### src/rtl/fanout_mcast_fifo_pkg.sv
// Shared link package for the multicast fan-out FIFO.
// Holds the forward/back-prop token types, the destination mask type,
// the ingress FSM state enum and a small header-mask helper.
// Link widths are fixed here; the top's WIDTH_DATA / NUM_OUT parameters
// must match these values.
package fanout_mcast_fifo_pkg;

    localparam int unsigned LINK_WIDTH_DATA = 32;
    localparam int unsigned LINK_NUM_OUT    = 4;

    // Forward token: v valid, a header, r last, d data.
    typedef struct packed {
        logic                       v;
        logic                       a;
        logic                       r;
        logic [LINK_WIDTH_DATA-1:0] d;
    } FTk_t;

    // Back-prop token: n stall.
    typedef struct packed {
        logic n;
    } BTk_t;

    typedef logic [LINK_NUM_OUT-1:0] mask_t;

    typedef enum logic [1:0] {
        IDLE = 2'd0,
        BODY = 2'd1,
        DROP = 2'd2
    } ing_state_e;

    // The header carries its destination mask in the low data bits.
    function automatic mask_t header_mask(input FTk_t tok);
        return tok.d[LINK_NUM_OUT-1:0];
    endfunction

endpackage

### src/rtl/fanout_mcast_fifo_mcast_buff.sv
// mcast_buff: shared circular storage with read/write pointers and an
// occupancy counter. Each entry is written once; the head entry is read
// combinationally so a token written at one edge is visible the next cycle.
//
// Ports:
//   clock     in   rising-edge clock
//   reset     in   asynchronous active-high reset
//   push_i    in   write request (honoured when not full, or when popping)
//   wdata_i   in   entry to write
//   pop_i     in   remove head entry (ignored when empty)
//   rdata_o   out  head entry
//   count_o   out  current occupancy
//   empty_o   out  occupancy == 0
//   full_o    out  occupancy == DEPTH
module mcast_buff #(
    parameter int unsigned WIDTH = 39,
    parameter int unsigned DEPTH = 16
) (
    input  logic                     clock,
    input  logic                     reset,
    input  logic                     push_i,
    input  logic [WIDTH-1:0]         wdata_i,
    input  logic                     pop_i,
    output logic [WIDTH-1:0]         rdata_o,
    output logic [$clog2(DEPTH):0]   count_o,
    output logic                     empty_o,
    output logic                     full_o
);

    localparam int unsigned AW = $clog2(DEPTH);
    localparam int unsigned CW = AW + 1;

    logic [WIDTH-1:0] mem_q [DEPTH];
    logic [AW-1:0]    wr_ptr_q, wr_ptr_d;
    logic [AW-1:0]    rd_ptr_q, rd_ptr_d;
    logic [CW-1:0]    count_q, count_d;
    logic             do_push;
    logic             do_pop;

    assign empty_o = (count_q == '0);
    assign full_o  = (count_q == CW'(DEPTH));

    // A simultaneous pop frees the slot, so a push at full still lands.
    assign do_pop  = pop_i && !empty_o;
    assign do_push = push_i && (!full_o || do_pop);

    always_comb begin
        wr_ptr_d = wr_ptr_q;
        rd_ptr_d = rd_ptr_q;
        if (do_push) wr_ptr_d = wr_ptr_q + AW'(1);
        if (do_pop)  rd_ptr_d = rd_ptr_q + AW'(1);
        count_d = count_q + CW'(do_push) - CW'(do_pop);
    end

    always_ff @(posedge clock or posedge reset) begin
        if (reset) begin
            wr_ptr_q <= '0;
            rd_ptr_q <= '0;
            count_q  <= '0;
        end else begin
            wr_ptr_q <= wr_ptr_d;
            rd_ptr_q <= rd_ptr_d;
            count_q  <= count_d;
        end
    end

    // Payload storage needs no reset: empty gates everything read from it.
    always_ff @(posedge clock) begin
        if (do_push) mem_q[wr_ptr_q] <= wdata_i;
    end

    assign rdata_o = mem_q[rd_ptr_q];
    assign count_o = count_q;

endmodule

### src/rtl/fanout_mcast_fifo.sv
// fanout_mcast_fifo: single-input multicast FIFO. Messages (header + body)
// are stored once per token with the header's destination mask and handed
// out to every masked output channel; the entry leaves when the last
// masked channel has taken it.
//
// Ports:
//   clock   in   rising-edge clock
//   reset   in   asynchronous active-high reset
//   I_FTk   in   upstream forward token
//   O_BTk   out  upstream stall (registered occupancy >= THRESHOLD)
//   O_FTk   out  per-channel forward tokens
//   I_BTk   in   per-channel stalls
//   O_Grt   out  destination mask of head entry (0 when empty)
//   O_Err   out  sticky protocol / overflow error
//
// Ingress FSM:
//   state | meaning
//   IDLE  | waiting for a header
//   BODY  | storing body tokens under the latched mask
//   DROP  | discarding a zero-mask message until its last token
module fanout_mcast_fifo
    import fanout_mcast_fifo_pkg::*;
#(
    parameter int unsigned WIDTH_DATA = LINK_WIDTH_DATA,
    parameter int unsigned DEPTH_FIFO = 16,
    parameter int unsigned THRESHOLD  = DEPTH_FIFO - 4,
    parameter int unsigned NUM_OUT    = LINK_NUM_OUT
) (
    input  logic                    clock,
    input  logic                    reset,
    input  FTk_t                    I_FTk,
    output BTk_t                    O_BTk,
    output FTk_t [NUM_OUT-1:0]      O_FTk,
    input  BTk_t [NUM_OUT-1:0]      I_BTk,
    output logic [NUM_OUT-1:0]      O_Grt,
    output logic                    O_Err
);

    localparam int unsigned CW      = $clog2(DEPTH_FIFO) + 1;
    localparam int unsigned ENTRY_W = NUM_OUT + 3 + WIDTH_DATA;

    ing_state_e state_q, state_d;
    mask_t      mask_q, mask_d;
    mask_t      hdr_mask;
    mask_t      store_mask;
    logic       store;
    logic       mask_ld;
    logic       proto_err;

    logic                err_q, err_d;
    logic                btk_q, btk_d;
    mask_t               sent_q, sent_d;
    mask_t               out_v;
    mask_t               acc;
    logic                pop;
    logic                overflow;

    logic [ENTRY_W-1:0]  wdata;
    logic [ENTRY_W-1:0]  rdata;
    logic [CW-1:0]       count;
    logic                empty;
    logic                full;
    mask_t               head_mask;
    FTk_t                head_tok;

    assign hdr_mask = header_mask(I_FTk);

    // ---------------- ingress FSM: state register ----------------
    always_ff @(posedge clock or posedge reset) begin
        if (reset) state_q <= IDLE;
        else       state_q <= state_d;
    end

    // ---------------- ingress FSM: next state ----------------
    // A header seen in BODY restarts the message exactly as from IDLE.
    always_comb begin
        state_d = state_q;
        if (I_FTk.v) begin
            unique case (state_q)
                IDLE, BODY: begin
                    if (I_FTk.a) begin
                        if (hdr_mask != '0) state_d = I_FTk.r ? IDLE : BODY;
                        else                state_d = I_FTk.r ? IDLE : DROP;
                    end else if (state_q == BODY && I_FTk.r) begin
                        state_d = IDLE;
                    end
                end
                DROP: begin
                    if (I_FTk.r) state_d = IDLE;
                end
                default: state_d = IDLE;
            endcase
        end
    end

    // ---------------- ingress FSM: outputs ----------------
    always_comb begin
        store      = 1'b0;
        store_mask = mask_q;
        mask_ld    = 1'b0;
        proto_err  = 1'b0;
        if (I_FTk.v) begin
            unique case (state_q)
                IDLE, BODY: begin
                    if (I_FTk.a) begin
                        proto_err = (state_q == BODY);
                        if (hdr_mask != '0) begin
                            store      = 1'b1;
                            store_mask = hdr_mask;
                            mask_ld    = 1'b1;
                        end
                    end else if (state_q == BODY) begin
                        store = 1'b1;
                    end else begin
                        proto_err = 1'b1;
                    end
                end
                default: ;
            endcase
        end
    end

    assign mask_d = mask_ld ? hdr_mask : mask_q;

    // ---------------- shared storage ----------------
    assign wdata = {store_mask, I_FTk};

    mcast_buff #(
        .WIDTH (ENTRY_W),
        .DEPTH (DEPTH_FIFO)
    ) u_buff (
        .clock   (clock),
        .reset   (reset),
        .push_i  (store),
        .wdata_i (wdata),
        .pop_i   (pop),
        .rdata_o (rdata),
        .count_o (count),
        .empty_o (empty),
        .full_o  (full)
    );

    assign head_mask = rdata[ENTRY_W-1 -: NUM_OUT];
    assign head_tok  = rdata[ENTRY_W-NUM_OUT-1:0];

    // ---------------- egress ----------------
    always_comb begin
        for (int i = 0; i < NUM_OUT; i++) begin
            out_v[i] = !empty && head_mask[i] && !sent_q[i];
            acc[i]   = out_v[i] && !I_BTk[i].n;
            O_FTk[i] = out_v[i] ? head_tok : '0;
        end
    end

    // Pop once every masked channel has taken the head, whether in this
    // cycle or an earlier one.
    assign pop    = !empty && (((sent_q | acc) & head_mask) == head_mask);
    assign sent_d = pop ? '0 : (sent_q | acc);

    assign overflow = store && full && !pop;
    assign err_d    = err_q | proto_err | overflow;
    assign btk_d    = (count >= CW'(THRESHOLD));

    always_ff @(posedge clock or posedge reset) begin
        if (reset) begin
            mask_q <= '0;
            sent_q <= '0;
            err_q  <= 1'b0;
            btk_q  <= 1'b0;
        end else begin
            mask_q <= mask_d;
            sent_q <= sent_d;
            err_q  <= err_d;
            btk_q  <= btk_d;
        end
    end

    assign O_BTk.n = btk_q;
    assign O_Grt   = empty ? '0 : head_mask;
    assign O_Err   = err_q;

endmodule

### config.mk
export PLATFORM = sky130hd
export DESIGN_NAME = fanout_mcast_fifo
export DESIGN_NICKNAME = d
export VERILOG_FILES = /design/src/rtl/fanout_mcast_fifo_pkg.sv /design/src/rtl/fanout_mcast_fifo_mcast_buff.sv /design/src/rtl/fanout_mcast_fifo.sv
export SDC_FILE = /design/constraint.sdc
export NUM_CORES = 1
export LEC_CHECK = 0
export ABC_CLOCK_PERIOD_IN_PS = 5200
export BUFFER_PORTS_ARGS = -buffer_cell sky130_fd_sc_hd__buf_2
export CELL_PAD_IN_SITES_DETAIL_PLACEMENT = 1
export CELL_PAD_IN_SITES_GLOBAL_PLACEMENT = 2
export CORE_MARGIN = 3
export CORE_UTILIZATION = 42
export CTS_CLUSTER_DIAMETER = 120
export DETAILED_ROUTE_END_ITERATION = 8
export GPL_TIMING_DRIVEN = 0
export HOLD_SLACK_MARGIN = 0.15
export MAX_ROUTING_LAYER = met4
export PLACE_DENSITY = 0.86
export SLEW_MARGIN = 20
export SYNTH_ARGS = -nofsm -noshare
export SYNTH_HDL_FRONTEND = slang
export SYNTH_SLANG_ARGS = --single-unit
### constraint.sdc
create_clock -name clock -period 5.2 [get_ports clock]
set_input_delay 0 -clock clock [delete_from_list [all_inputs] [get_ports clock]]
set_output_delay 0 -clock clock [all_outputs]
set_load 0.02 [all_outputs]
# Word-level counts from Yosys, hierarchy flattened
# Memory sizes are Yosys's and may differ from the RTL's.
# Cells that the tools add are included.
# word_totals
out_inout_bits	146
inputBits	41
ff_bits	25
memories	1
ramBits	624
# op_classes
eq_ne	6
mux	31
add_sub_neg	4
n_bitwise	4
magnitude_cmp	1
reduce_logical	35
# memory_table
memory	words	width	read_ports	rd_ports_with_merged_regs	wr	line	source
u_buff.mem_q	16	39	1	0	1	fanout_mcast_fifo_mcast_buff.sv:33	logic [WIDTH-1:0] mem_q [DEPTH];
# op_table
operator	n
$mux W35	4
$mux W4	6
$logic_and A1 B1 Y1	18
$mux W1	15
$logic_not A1 Y1	11
$mux W2	5
$add A4 B1 Y4 const B	2
$add A5 B1 Y5	1
$eq A5 B5 Y1 const B	1
$ge A5 B4 Y1 const B	1
$logic_not A5 Y1	1
$sub A5 B1 Y5	1
$and A4 B4 Y4	1
$eq A4 B4 Y1	1
$or A4 B4 Y4	1
$pmux W2 S2	1
$reduce_bool A4 Y1	1
$ne A3 B3 Y1 const B	1
$reduce_and A3 Y1	1
$eq A2 B1 Y1 const B	1
$eq A2 B2 Y1 const B	1
$logic_not A2 Y1	1
$ne A2 B2 Y1 const B	1
$or A1 B1 Y1	2
other kinds (2)	2

# Logic depth before layout (Yosys ltp)
# Gate-level depths: netlist (run 1).
# logic_depth
ltp_word	14
depth_mapped	17
mapped_depth_nobuf	17

# By module
# Synthesis (run 1) repeated with hierarchy kept, for this count alone.
# unflattened
cells_unflattened	1429
area_unflattened_um2	26421.6
# by_module_without_submodules
module	cells_per_inst	area_per_inst_um2	seq_area_each_um2	n_inst
mcast_buff	1209	24852.6	19063.3	1
fanout_mcast_fifo	220	1569.0	300.3	1

# Least setup slack after synthesis (run 1)
# Ideal clock, no wire load.
# synth_timing
kind	flip-flop to flip-flop
from	register u_buff.rd_ptr_q[2]
to	memory u_buff.mem_q[12][0] (enable)
n_path_buf	2
period_less_slack_ps	4934
slack_ps	266
stages_incl_launch_ff	9
t_arrival_ps	4450
t_required_ps	4716
cell_sequence	dfrtp_1 buf_6 mux4_2 mux2i_1 or4b_4 and4_4 a21boi_4 buf_6 nor3_1
# synth_between
elab_chain_len	13
# synth_lines
item	line	source
from (decl)	fanout_mcast_fifo_mcast_buff.sv:35	logic [AW-1:0] rd_ptr_q, rd_ptr_d;
from (signal assigned)	fanout_mcast_fifo_mcast_buff.sv:62	rd_ptr_q <= rd_ptr_d;
$mem_v2 Z16 W39 (*)	n/a	
$logic_and A1 B1 Y1 (2 in a row)	fanout_mcast_fifo.sv:149	out_v[i] = !empty && head_mask[i] && !sent_q[i];
$logic_and A1 B1 Y1	fanout_mcast_fifo.sv:150	acc[i] = out_v[i] && !I_BTk[i].n;
$or A4 B4 Y4	fanout_mcast_fifo.sv:157	assign pop = !empty && (((sent_q | acc) & head_mask) == head_mask);
$and A4 B4 Y4	fanout_mcast_fifo.sv:157	
$eq A4 B4 Y1 (*)	fanout_mcast_fifo.sv:157	
$logic_and A1 B1 Y1 (*)	fanout_mcast_fifo.sv:157	
$logic_and A1 B1 Y1 (*)	fanout_mcast_fifo_mcast_buff.sv:44	assign do_pop = pop_i && !empty_o;
$logic_or A1 B1 Y1 (*)	fanout_mcast_fifo_mcast_buff.sv:45	assign do_push = push_i && (!full_o || do_pop);
$logic_and A1 B1 Y1 (*)	fanout_mcast_fifo_mcast_buff.sv:45	
$mux W1 (*)	fanout_mcast_fifo_mcast_buff.sv:69	if (do_push) mem_q[wr_ptr_q] <= wdata_i;
$mux W1 (implied by the code) (*)	fanout_mcast_fifo_mcast_buff.sv:69	
to (decl)	fanout_mcast_fifo_mcast_buff.sv:33	
# Every way passes the cells marked *; elsewhere a longest branch is shown, timed or not.

# Final worst setup path (run 1)
# layout_timing
from	register u_buff.count_q[2] (netlist: u_buff.count_o[2])
to	register u_buff.count_q[4] (netlist: u_buff.count_o[4])
# layout_between
elab_chain_len	14
# layout_lines
item	line	source
from (decl)	fanout_mcast_fifo_mcast_buff.sv:36	logic [CW-1:0] count_q, count_d;
from (signal assigned)	fanout_mcast_fifo_mcast_buff.sv:63	count_q <= count_d;
$logic_not A5 Y1 (*)	fanout_mcast_fifo_mcast_buff.sv:40	assign empty_o = (count_q == '0);
$logic_not A1 Y1 (*)	fanout_mcast_fifo_mcast_buff.sv:44, fanout_mcast_fifo.sv:149, fanout_mcast_fifo.sv:157	
$logic_and A1 B1 Y1 (2 in a row)	fanout_mcast_fifo.sv:149	
$logic_and A1 B1 Y1	fanout_mcast_fifo.sv:150	
$or A4 B4 Y4	fanout_mcast_fifo.sv:157	
$and A4 B4 Y4	fanout_mcast_fifo.sv:157	
$eq A4 B4 Y1	fanout_mcast_fifo.sv:157	
$logic_and A1 B1 Y1	fanout_mcast_fifo.sv:157	
$logic_and A1 B1 Y1 (*)	fanout_mcast_fifo_mcast_buff.sv:44	
via u_buff.do_pop	fanout_mcast_fifo_mcast_buff.sv:38	logic do_pop;
$logic_or A1 B1 Y1	fanout_mcast_fifo_mcast_buff.sv:45	
$logic_and A1 B1 Y1	fanout_mcast_fifo_mcast_buff.sv:45	
$add A5 B1 Y5	fanout_mcast_fifo_mcast_buff.sv:52	count_d = count_q + CW'(do_push) - CW'(do_pop);
$sub A5 B1 Y5 (*)	fanout_mcast_fifo_mcast_buff.sv:52	
via u_buff.count_d[4]	fanout_mcast_fifo_mcast_buff.sv:36	
# Mark *: on every way through the listed nets, which the timed path passes. The rest lies on a longest branch.
# A chain may end at the register's enable or synchronous reset.

==> results of run 1 <==
==> Yosys cell counts, types with 2 or more instances <==
library cell,number
sky130_fd_sc_hd__mux2i_1,24
sky130_fd_sc_hd__and2_1,142
sky130_fd_sc_hd__or4_1,2
sky130_fd_sc_hd__a22o_1,6
sky130_fd_sc_hd__clkbuf_1,27
sky130_fd_sc_hd__dfrtp_1,25
sky130_fd_sc_hd__inv_1,18
sky130_fd_sc_hd__ha_1,13
sky130_fd_sc_hd__o311ai_0,2
sky130_fd_sc_hd__edfxtp_1,624
sky130_fd_sc_hd__xor2_1,4
sky130_fd_sc_hd__nand2_1,26
sky130_fd_sc_hd__nand2b_1,4
sky130_fd_sc_hd__o21ai_0,3
sky130_fd_sc_hd__buf_4,4
sky130_fd_sc_hd__buf_1,9
sky130_fd_sc_hd__nor2_1,15
sky130_fd_sc_hd__a21o_1,3
sky130_fd_sc_hd__nand3_1,13
sky130_fd_sc_hd__o211ai_1,6
sky130_fd_sc_hd__buf_2,22
sky130_fd_sc_hd__xnor2_1,3
sky130_fd_sc_hd__a22oi_1,3
sky130_fd_sc_hd__buf_6,3
sky130_fd_sc_hd__mux4_2,181
sky130_fd_sc_hd__nand4_1,7
sky130_fd_sc_hd__nor3_1,21
sky130_fd_sc_hd__a221o_1,2
sky130_fd_sc_hd__and3_1,2
sky130_fd_sc_hd__a21oi_1,13
sky130_fd_sc_hd__a32oi_1,2
sky130_fd_sc_hd__nor2b_1,10
sky130_fd_sc_hd__a21boi_0,2
==> metal layers <==
layer  global-route usage, %  part of all wire (%)  up-vias
met3                    3.72                   7.7      151
met5                       -                     0        -
met4                    8.87                   3.7        0
met2                    37.1                    49      763
met1                    31.1                    40     7808
li1                        -                     -     5943
==> worst paths after layout <==
| kind | depth (start not counted) | slack, ns | endpoint |
|---|---|---|---|
| setup / recovery | 17 | 0.68 | u_buff.count_o[4]$_DFF_PP0_ |
| hold / removal | 2 | 0.32 | u_buff.mem_q[7][19]$_DFFE_PP_ |
| setup reg to reg | 17 | 0.68 | u_buff.count_o[4]$_DFF_PP0_ |
| hold reg to reg | 2 | 0.51 | mask_q[2]$_DFFE_PP0P_ |
| max in group asynchronous | 4 | 4.17 | mask_q[1]$_DFFE_PP0P_ |
| min in group asynchronous | 4 | 0.58 | O_BTk$_DFF_PP0_ |
==> final cells by class <==
class / instances / area [um^2] / area share, %
Inverter: 18 / 67.6 / 0.214
Buffer: 65 / 309 / 0.977
Timing Repair Buffer: 329 / 2200 / 6.95
Tap cell: 828 / 1040 / 3.28
Sequential cell: 649 / 19400 / 61.2
Clock inverter: 39 / 282 / 0.890
Antenna cell: 2 / 5.00 / 0.0158
Multi-Input combinational cell: 528 / 6500 / 20.6
Clock buffer: 81 / 1860 / 5.87
==> metrics by stage <==
| stage | util [%] | worst slack, ns | cell area, um^2 | power, mW | setup TNS, ns |
|---|---|---|---|---|---|
| 3_5_place_dp | 47.6 | 0.874 | 29100 | 14.8 | 0 |
| 6_report | 51.8 | 0.677 | 31600 | 19.4 | 0 |
| 5_1_grt | 51.8 | 0.475 | 31600 | 20.2 | 0 |
| 3_3_place_gp | 46.1 | -3.91 | 28100 | 14.3 | -2263.76 |
| 2_1_floorplan | - | 0.266 | 26200 | 11.6 | 0 |
| 4_1_cts | 51.8 | 0.623 | 31600 | 19.5 | 0 |
==> power by group through the flow <==
stage                     registers (mW)  clock network, mW  logic, mW
after CTS                           6.28               4.76       8.47
after global placement              6.42                  0       7.91
final                               6.29               4.70       8.45
after global routing                6.31               4.98       8.92
after floorplan                     6.36                  0       5.28
after detailed placement            6.38                  0       8.38
==> cells by family (layout without fill, tap and decap cells) <==
| logic type | count (synthesis) | count (layout) | share of synthesized area (%) |
|---|---|---|---|
| xor gates and xnor gates | 7 | 7 | 0.234 |
| buffers and inverters | 83 | 532 | 1.44 |
| AOI/OAI and AO/OA | 49 | 49 | 1.39 |
| DFF | 649 | 649 | 74.0 |
| other | 0 | 2 | 0 |
| adders and majority gates | 14 | 14 | 0.698 |
| and+or+nand+nor | 252 | 252 | 5.66 |
| muxes | 206 | 206 | 16.5 |
==> worst max-delay path, stage by stage, from the launching register on <==
cell	delay, ns
sky130_fd_sc_hd__dfrtp_1	0.41
sky130_fd_sc_hd__inv_1	0.10
sky130_fd_sc_hd__ha_1	0.24
sky130_fd_sc_hd__or4b_1	0.41
sky130_fd_sc_hd__a21oi_1	0.23
sky130_fd_sc_hd__nand4_1	0.18
sky130_fd_sc_hd__o2111ai_1	0.46
sky130_fd_sc_hd__nor3_2	0.86
sky130_fd_sc_hd__ha_1	0.37
sky130_fd_sc_hd__inv_1	0.06
sky130_fd_sc_hd__ha_1	0.16
sky130_fd_sc_hd__inv_1	0.06
sky130_fd_sc_hd__fa_1	0.44
sky130_fd_sc_hd__inv_1	0.09
sky130_fd_sc_hd__a21oi_1	0.07
sky130_fd_sc_hd__nor2_1	0.10
sky130_fd_sc_hd__nor2_1	0.06
sky130_fd_sc_hd__xnor2_1	0.11
==> placed cells by master, fill, tap and decap left out, drive strengths merged, types with 2 or more instances in the layout <==
cell type	synthesis	layout
edfxtp	624	624
buf	38	326
mux4	181	181
and2	142	142
clkbuf	27	108
dlygate4sd3	0	41
clkinv	0	32
nand2	26	26
dfrtp	25	25
mux2i	24	24
nor3	22	22
inv	18	20
nor2	15	15
nand3	13	13
a21oi	13	13
ha	13	13
nor2b	10	10
nand4	8	8
a22o	6	6
o211ai	6	6
xor2	4	4
nand2b	4	4
bufinv	0	4
xnor2	3	3
a21o	3	3
o21ai	3	3
a22oi	3	3
a21boi	3	3
diode	0	2
a221o	2	2
o311ai	2	2
a32oi	2	2
and3	2	2
or4	2	2
or4b	2	2
==> registers in the layout (all words and copies together), names as in the netlist <==
name and count:
u_buff.wr_ptr_q 4, O_Err 1, sent_q 4, mask_q 4, state_q 2, O_BTk 1
u_buff.rd_ptr_q 4, u_buff.mem_q 624, u_buff.count_o 5
==> what timing repair did <==
action	4_1_cts	5_1_grt
setup endpoints to repair	0	0
endpoints found under the hold margin	596	25
setup buffers	0	0
hold buffers	40	1
==> flow_summary.yaml, run 1 <==
logic_synthesis:
  ys_seq_elements: 649
  syn-cell-area_um2: 26200
  synth_edf_count: 624
  ys_warn_count: 0
  gate_count_post_synth: 1260
  share_of_the_synthesized_area_in_the_top_cell_type_pct: 71.6
  synth.yosys.seq_area_share_pct: 74.0
  synth_area_leader_cell: "sky130_fd_sc_hd__edfxtp_1"
  yosys_most_used_dff: "sky130_fd_sc_hd__edfxtp_1"
  avgSynthCellArea_um2: 20.8
  synth.top_cells.by_area: "sky130_fd_sc_hd__edfxtp_1 (72%), sky130_fd_sc_hd__mux4_2 (16%), sky130_fd_sc_hd__and2_1 (3.4%)"
  synthesis.nets: 1315
  post_synth_num_cell_types: 52
  async_reset_ff_share_pct: 3.85
drt:
  vias: 14700
  drt-total-wl_um: 74600
  post_drt_wl_per_cell_um: 29.4
  postRouteAntennaNets: 0
  drt_first_pass_iters: 5
  via_per_inst: 5.78
  first_iter_violations: 1966
  drc_errors: 0
clocking:
  tritoncts: "done"
  worstSkewPairLatency_ns: 0.61
  clock_tree.root_cell: "sky130_fd_sc_hd__clkbuf_16"
  cts_sinks: 649
  clk_pin_slew_worst_paths_ns: 0.07
  cts_htree_levels: 3
  cts_resized: 0
  clock_tree.buffer_depth: 3
  tritoncts.num_buffers: 67
run:
  drv.max_cap_violation_count: 0
global_routing:
  grt_pass1_wl_um: 109000
  grt_use_total_pct: 23.5
  grt-ovfl-total: 0
  grt_antenna_before_repair: 3
  maximum_number_of_pins_on_one_net_before_global_route_repair: 26
  vias_in_the_first_global_route: 15600
timing:
  hold_viol_final: 0
  worst_hold_slack_ns: 0.320
  crit_share_post_route_pct: 87.0
  timing.max_slew.rel_slack_pct: 20.4
  setup_violations: 0
  fin_max_slew_vios: 0
  fin_skew_ns: 0.0320
  max_freq_mhz: 221
  grt_setup_unrepaired: "no"
  worstMarginPinSlew_ns: 1.19
  final.min_clock_period_ns: 4.52
placement:
  numPlacedInstances: 2376
  dp_hpwl_um: 51100
  port-buffer-count: 186
  place_congestion: 0.770
worst_setup_path:
  critPathLaunchType: "flip-flop"
  kind_of_end_point_of_the_critical_path: "flip-flop"
  cp_data_arrival_time_ns: 5.02
  r2r_start: "u_buff.count_o[2]$_DFF_PP0_"
  cp-startpoint: "u_buff.count_o[2]$_DFF_PP0_"
  worstPathMaxFanout: 7
  timing.critical_path.required_ns: 5.70
  worstSetupPathType: "flip-flop to flip-flop"
floorplan:
  floorplan.die.width_um: 256
  core.rowCount: 90
  die_area_um2: 65300
  core_um2: 61000
  design.portCount: 187
  fp.dieH_um: 256
  start_util_pct: 42.9
pwr:
  static-leakage-power_nw: 11.0
  netSwitchingFraction_pct: 37.7
  p_clk_share_pct: 24.2
  irDropWorstVdd_v: 0.000465
  cellInternalPower_mw: 12.1
  power.combinational.fraction_pct: 43.5
  power.switching_mw: 7.32
  power.share.sequential_pct: 32.4
  power-per-cell-area_nw_per_um2: 614
worst_hold_path:
  hold_path.startpoint: "I_FTk[19]"
  hp-class: "input port to flip-flop"
finish:
  area.growth.synth_to_final_pct: 20.9
  fillers: 5657
  fin_nets: 1713
  layoutNonFillerInstCount: 2539
  layout-drive-gt1-share_pct: 35.9
status:
  outcome: "finished clean"
Power figures use the tool's default switching activity.
==> run 2: changes to the inputs <==
PLACE_DENSITY = 0.82   (was 0.86)
==> run 2 against run 1 <==
  * Clock skew fell by 0.0030 ns
  * Die area unchanged
  * Cell area up 0.17%
  * Worst setup slack lost 0.039 ns
  * First-iteration DRC count down 23%
  * Register-to-register slack gained 0.19 ns
  * Combinational power shrank 1%
  * Via count shrank 1.1%
  * Clock-buffer cell count is 1 lower
  * Global-route usage is 0.27 points lower
  * Core utilization rose by 0.086 points
  * Worst hold slack worse by 0.0036 ns
==> flow_summary.yaml, run 2 (synthesis gave the netlist of run 1 again) <==
finish:
  seqCellArea_um2: 19400
  fin_nets: 1712
  largest_register: "u_buff.mem_q"
  final_common_cell: "sky130_fd_sc_hd__edfxtp_1"
  n_antenna_cell: 0
  area.growth.synth_to_final_pct: 21.1
  layout-drive-gt1-share_pct: 36.6
  multi_input_area_um2: 6510
  largest_reg_flops: 624
  layoutNonFillerInstCount: 2535
  top_library_cells_by_usage_in_the_layout_fill_and_taps_aside: "sky130_fd_sc_hd__edfxtp_1 (624), sky130_fd_sc_hd__buf_2 (208), sky130_fd_sc_hd__mux4_2 (181), sky130_fd_sc_hd__and2_1 (142), sky130_fd_sc_hd__buf_4 (87)"
  utilization_pct: 51.9
  fillers: 5673
  postLayoutCellArea_um2: 31700
pwr:
  power-per-cell-area_nw_per_um2: 617
  power.combinational.fraction_pct: 42.8
  finalPower_mw: 19.5
  cellInternalPower_mw: 12.2
  netSwitchingFraction_pct: 37.4
  irDropWorstVdd_v: 0.000396
  power.share.sequential_pct: 32.1
  p_clk_share_pct: 25.1
  power.switching_mw: 7.30
  static-leakage-power_nw: 11.0
floorplan:
  fp.dieH_um: 256
  floorplan.die.width_um: 256
  start_util_pct: 42.9
  die_area_um2: 65300
  design.portCount: 187
  core_um2: 61000
  core.rowCount: 90
clocking:
  cts_resized: 0
  clk_pin_slew_worst_paths_ns: 0.07
  worstSkewPairLatency_ns: 0.61
  tritoncts.num_buffers: 66
  cts_sinks: 649
  clock_tree.buffer_depth: 3
  cts_hold_repair.buffers: 41
  tritoncts: "done"
  cts_post_setup_buffers_inserted: 0
  clock_tree.root_cell: "sky130_fd_sc_hd__clkbuf_16"
  cts_htree_levels: 3
timing:
  final.min_clock_period_ns: 4.56
  worst_hold_slack_ns: 0.316
  fin_max_slew_vios: 0
  max_freq_mhz: 219
  fin_skew_ns: 0.0290
  grt_setup_unrepaired: "no"
  hold_viol_final: 0
  setup_violations: 0
  crit_share_post_route_pct: 87.7
  worstMarginPinSlew_ns: 1.07
  timing.max_slew.rel_slack_pct: 28.5
status:
  outcome: "finished clean"
global_routing:
  grt_antenna_before_repair: 0
  grt-ovfl-total: 0
  grt_use_total_pct: 23.2
  vias_in_the_first_global_route: 15600
  maximum_number_of_pins_on_one_net_before_global_route_repair: 26
  grt_pass1_wl_um: 108000
drt:
  vias: 14500
  drc_errors: 0
  drt_first_pass_iters: 5
  first_iter_violations: 1509
  drt-total-wl_um: 73700
  postRouteAntennaNets: 0
  post_drt_wl_per_cell_um: 29.1
  via_per_inst: 5.72
placement:
  place_congestion: 0.789
  dp_hpwl_um: 50900
  port-buffer-count: 186
  numPlacedInstances: 2376
  dpl-instance-area_um2: 29000
worst_hold_path:
  timing.hold.worst_path_depth: 2
  hp-class: "input port to flip-flop"
worst_setup_path:
  worstPathMaxFanout: 10
  worstSetupPathType: "flip-flop to output port"
  kind_of_end_point_of_the_critical_path: "output port"
  critPathLaunchType: "flip-flop"
  timing.critical_path.required_ns: 5.20
  cp_data_arrival_time_ns: 4.56
  ff2ff_path_depth: 17
run:
  drv.max_cap_violation_count: 0
## run 2: through the flow
stage                     worst slack, ns  TNS (ns)
final                               0.638         0
after global routing                0.469         0
after CTS                           0.565         0
after detailed placement            0.895         0
after global placement              -3.97  -2336.61
after floorplan                     0.266         0
## run 2: path summary, 6_finish.rpt
check                           slack (ns)                      startpoint                              to
worst max-delay path                  0.64  u_buff.rd_ptr_q[1]$_DFFE_PP0P_                      O_FTk[120]
worst min-delay path                  0.32                       I_FTk[31]   u_buff.mem_q[0][31]$_DFFE_PP_
worst max register to register        0.87     u_buff.count_o[2]$_DFF_PP0_     u_buff.count_o[4]$_DFF_PP0_
worst min register to register        0.48           mask_q[2]$_DFFE_PP0P_           mask_q[2]$_DFFE_PP0P_
max in group asynchronous             4.19                           reset  u_buff.rd_ptr_q[1]$_DFFE_PP0P_
min in group asynchronous             0.58                           reset             sent_q[3]$_DFF_PP0_
## run 2: area by class of cell
cell class | count | area share (%)
Multi-Input combinational cell | 528 | 20.5
Clock inverter | 38 | 1.54
Clock buffer | 80 | 5.45
Timing Repair Buffer | 329 | 6.88
Inverter | 18 | 0.213
Tap cell | 828 | 3.27
Sequential cell | 649 | 61.1
Buffer | 65 | 0.976
## run 2: critical path, stage by stage, from the launching register on
cell and delay, ns:
sky130_fd_sc_hd__dfrtp_1 0.43, sky130_fd_sc_hd__clkbuf_1 0.55, sky130_fd_sc_hd__buf_1 0.72, sky130_fd_sc_hd__buf_1 0.82, sky130_fd_sc_hd__mux4_2 0.41, sky130_fd_sc_hd__mux4_2 0.59, sky130_fd_sc_hd__and2_1 0.26, sky130_fd_sc_hd__buf_2 0.18
## run 2: routing by layer
layer,wire length (um),part of all wire [%],vias to the layer above,global-route usage (%)
met4,2190,3.0,0,7.76
met1,29700,40,7777,30.5
li1,-,-,5939,-
met2,36400,49,668,37.2
met5,0,0,-,-
met3,5450,7.4,114,4.00
## run 2: power by group through the flow
stage          clock (mW)  sequential [mW]  combinational (mW)
2_1_floorplan           0             6.36                5.28
3_3_place_gp            0             6.42                7.92
3_5_place_dp            0             6.38                8.34
4_1_cts              4.98             6.28                8.43
5_1_grt              5.19             6.30                8.87
6_report             4.91             6.28                8.36
==> run 3: changes to the inputs <==
GPL_TIMING_DRIVEN = not set   (was 0)
==> run 3 against run 2 <==
  * Total power decreased by 5.5%
  * Combinational power decreased by 10%
  * Worst hold slack got worse by 0.037 ns
  * Flip-flop and latch count unchanged
  * Register-to-register slack got worse by 0.04 ns
  * Core utilization decreased by 1.7 points
  * Clock skew decreased by 0.0057 ns
  * Critical path depth increased by 8
  * Sequential share of layout area increased by 2.2 points
  * Die area unchanged
  * Critical path type is now flip-flop to flip-flop
  * Critical endpoint is now u_buff.count_o[4]$_DFF_PP0_
  * Largest cell class unchanged
==> flow_summary.yaml, run 3 (synthesis gave the netlist of run 1 again) <==
status:
  outcome: "finished clean"
worst_setup_path:
  critical_path_buf_inv_count: 4
  r2r_start: "u_buff.rd_ptr_q[2]$_DFFE_PP0P_"
  ff2ff_path_depth: 15
  cp_num_cells: 15
  cp_slowest_cell: "sky130_fd_sc_hd__dfrtp_4"
  cpMostUsedCell: "sky130_fd_sc_hd__inv_1"
  timing.reg2reg.setup_slack_ns: 0.83
  crit_family: "simple AND/OR/NAND/NOR gates"
  critPathLaunchType: "flip-flop"
  worstSetupPathType: "flip-flop to flip-flop"
  cp-startpoint: "u_buff.rd_ptr_q[2]$_DFFE_PP0P_"
  critical_path.reg2reg.endpoint: "u_buff.count_o[4]$_DFF_PP0_"
  cp_data_arrival_time_ns: 4.87
  worstPathCellList: "buf_4 > nand3_1 > nand4_1 > o2111ai_1 > nor3_2 > ha_1 > inv_1 > ha_1 > inv_1 > fa_1 > inv_1 > a21oi_1 > nor2_1 > nor2_1 > xnor2_1"
  cp_slowest_stage_delay_ns: 0.98
  timing.critical_path.required_ns: 5.70
  worstPathMaxFanout: 39
  kind_of_end_point_of_the_critical_path: "flip-flop"
  setup.worst_path.end: "u_buff.count_o[4]$_DFF_PP0_"
timing:
  final.min_clock_period_ns: 4.37
  max_freq_mhz: 229
  fin_max_slew_vios: 0
  setup_violations: 0
  worstMarginPinSlew_ns: 1.09
  fin_skew_ns: 0.0233
  grt_setup_unrepaired: "no"
  timing.max_slew.rel_slack_pct: 27.1
  timing.setup.tns_ns: 0
  hold_viol_final: 0
  crit_share_post_route_pct: 84.1
global_routing:
  grt_use_total_pct: 20.1
  maximum_number_of_pins_on_one_net_before_global_route_repair: 61
  vias_in_the_first_global_route: 14400
  grt_antenna_before_repair: 2
  grt-ovfl-total: 0
  grt_pass1_wl_um: 96300
placement:
  place_congestion: 0.747
  dp_hpwl_um: 36200
  numPlacedInstances: 2236
  port-buffer-count: 186
finish:
  layoutNonFillerInstCount: 2395
  final_common_cell: "sky130_fd_sc_hd__edfxtp_1"
  top_library_cells_by_usage_in_the_layout_fill_and_taps_aside: "sky130_fd_sc_hd__edfxtp_1 (624), sky130_fd_sc_hd__buf_2 (186), sky130_fd_sc_hd__mux4_2 (181), sky130_fd_sc_hd__and2_1 (142), sky130_fd_sc_hd__clkbuf_16 (63)"
  layout-drive-gt1-share_pct: 33.2
  area.growth.synth_to_final_pct: 17.0
  largest_reg_flops: 624
  fillers: 5637
  largest_register: "u_buff.mem_q"
  fin_nets: 1571
drt:
  vias: 13300
  drt_first_pass_iters: 5
  postRouteAntennaNets: 0
  post_drt_wl_per_cell_um: 26.5
  via_per_inst: 5.56
  drc_errors: 0
  first_iter_violations: 1374
  drt-total-wl_um: 63500
clocking:
  cts_sinks: 649
  tritoncts: "done"
  worstSkewPairLatency_ns: 0.62
  tritoncts.num_buffers: 61
  clk_pin_slew_worst_paths_ns: 0.07
  clock_tree.buffer_depth: 3
  clock_tree.root_cell: "sky130_fd_sc_hd__clkbuf_16"
  cts_htree_levels: 2
  cts_resized: 0
floorplan:
  core.rowCount: 90
  core_um2: 61000
  start_util_pct: 42.9
  design.portCount: 187
  die_area_um2: 65300
  floorplan.die.width_um: 256
  fp.dieH_um: 256
run:
  drv.max_cap_violation_count: 0
worst_hold_path:
  timing.hold.worst_path_depth: 5
  hp-class: "input port to flip-flop"
pwr:
  static-leakage-power_nw: 10.4
  irDropWorstVdd_v: 0.000423
  finalPower_mw: 18.5
  power-per-cell-area_nw_per_um2: 604
[run 3: cell count changes in the layout (fill, tap and decap cells not counted), moves of 5 or more]
cell                        before  now
sky130_fd_sc_hd__buf_1           9    0
sky130_fd_sc_hd__buf_2         208  186
sky130_fd_sc_hd__buf_4          87   27
sky130_fd_sc_hd__buf_6          22    0
sky130_fd_sc_hd__bufinv_16      10    5
sky130_fd_sc_hd__clkbuf_1       40    5
sky130_fd_sc_hd__clkinv_1        6   14
[run 3: timing repair]
action | 4_1_cts | 5_1_grt
setup buffers | 0 | 0
endpoints found under the hold margin | 597 | 0
hold buffers | 42 | 0
[run 3: how the worst min path moves through the flow]
stage               startpoint                  end  slack [ns]
floorplan                reset      O_BTk$_DFF_PP0_        0.03
detailed placement       reset      O_BTk$_DFF_PP0_        0.09
CTS                   I_BTk[2]  sent_q[2]$_DFF_PP0_        0.25
global placement         reset      O_BTk$_DFF_PP0_        0.09
finish                I_BTk[0]  sent_q[0]$_DFF_PP0_        0.28
global route          I_BTk[2]  sent_q[2]$_DFF_PP0_        0.30
[run 3: cell type report]
type | instances | area (um^2) | area share [%]
antenna | 2 | 5.00 | 0.0164
clock buffer | 68 | 1600 | 5.21
clock inverter | 44 | 360 | 1.18
inverter | 18 | 67.6 | 0.221
multi-input combinational | 528 | 6530 | 21.3
sequential | 649 | 19400 | 63.3
tap | 828 | 1040 | 3.38
timing repair buffer | 258 | 1640 | 5.35
[run 3: tightest hold or removal path, stage by stage]
cell and delay, ns:
sky130_fd_sc_hd__dlygate4sd3_1 0.52, sky130_fd_sc_hd__buf_2 0.09, sky130_fd_sc_hd__inv_1 0.07, sky130_fd_sc_hd__a21oi_1 0.13, sky130_fd_sc_hd__nor2_1 0.05
[run 3: layer usage]
metal	part of all wire (%)	GRT usage (%)	wire length [um]
met4	1.4	4.70	911
met5	0	-	0
met3	5.3	2.69	3360
met2	51	32.8	32300
met1	42	27.4	27000
[run 3: metrics by stage]
stage,cell area (um^2),setup slack (ns),util (%),hold WS (ns)
after global placement,28100,0.944,46.1,0.0946
final,30600,0.827,50.1,0.279
after CTS,30500,0.571,50.0,0.246
after detailed placement,28100,0.783,46.1,0.0883
after floorplan,26200,0.266,-,0.0273
after global routing,30600,0.440,50.1,0.304
[run 3: power by group]
group | switching (mW) | internal [mW] | leakage [nW]
Combinational | 4.37 | 3.14 | 3.48
Sequential | 0.488 | 6.13 | 5.92
Clock | 1.89 | 2.45 | 0.960
Total | 6.75 | 11.7 | 10.4
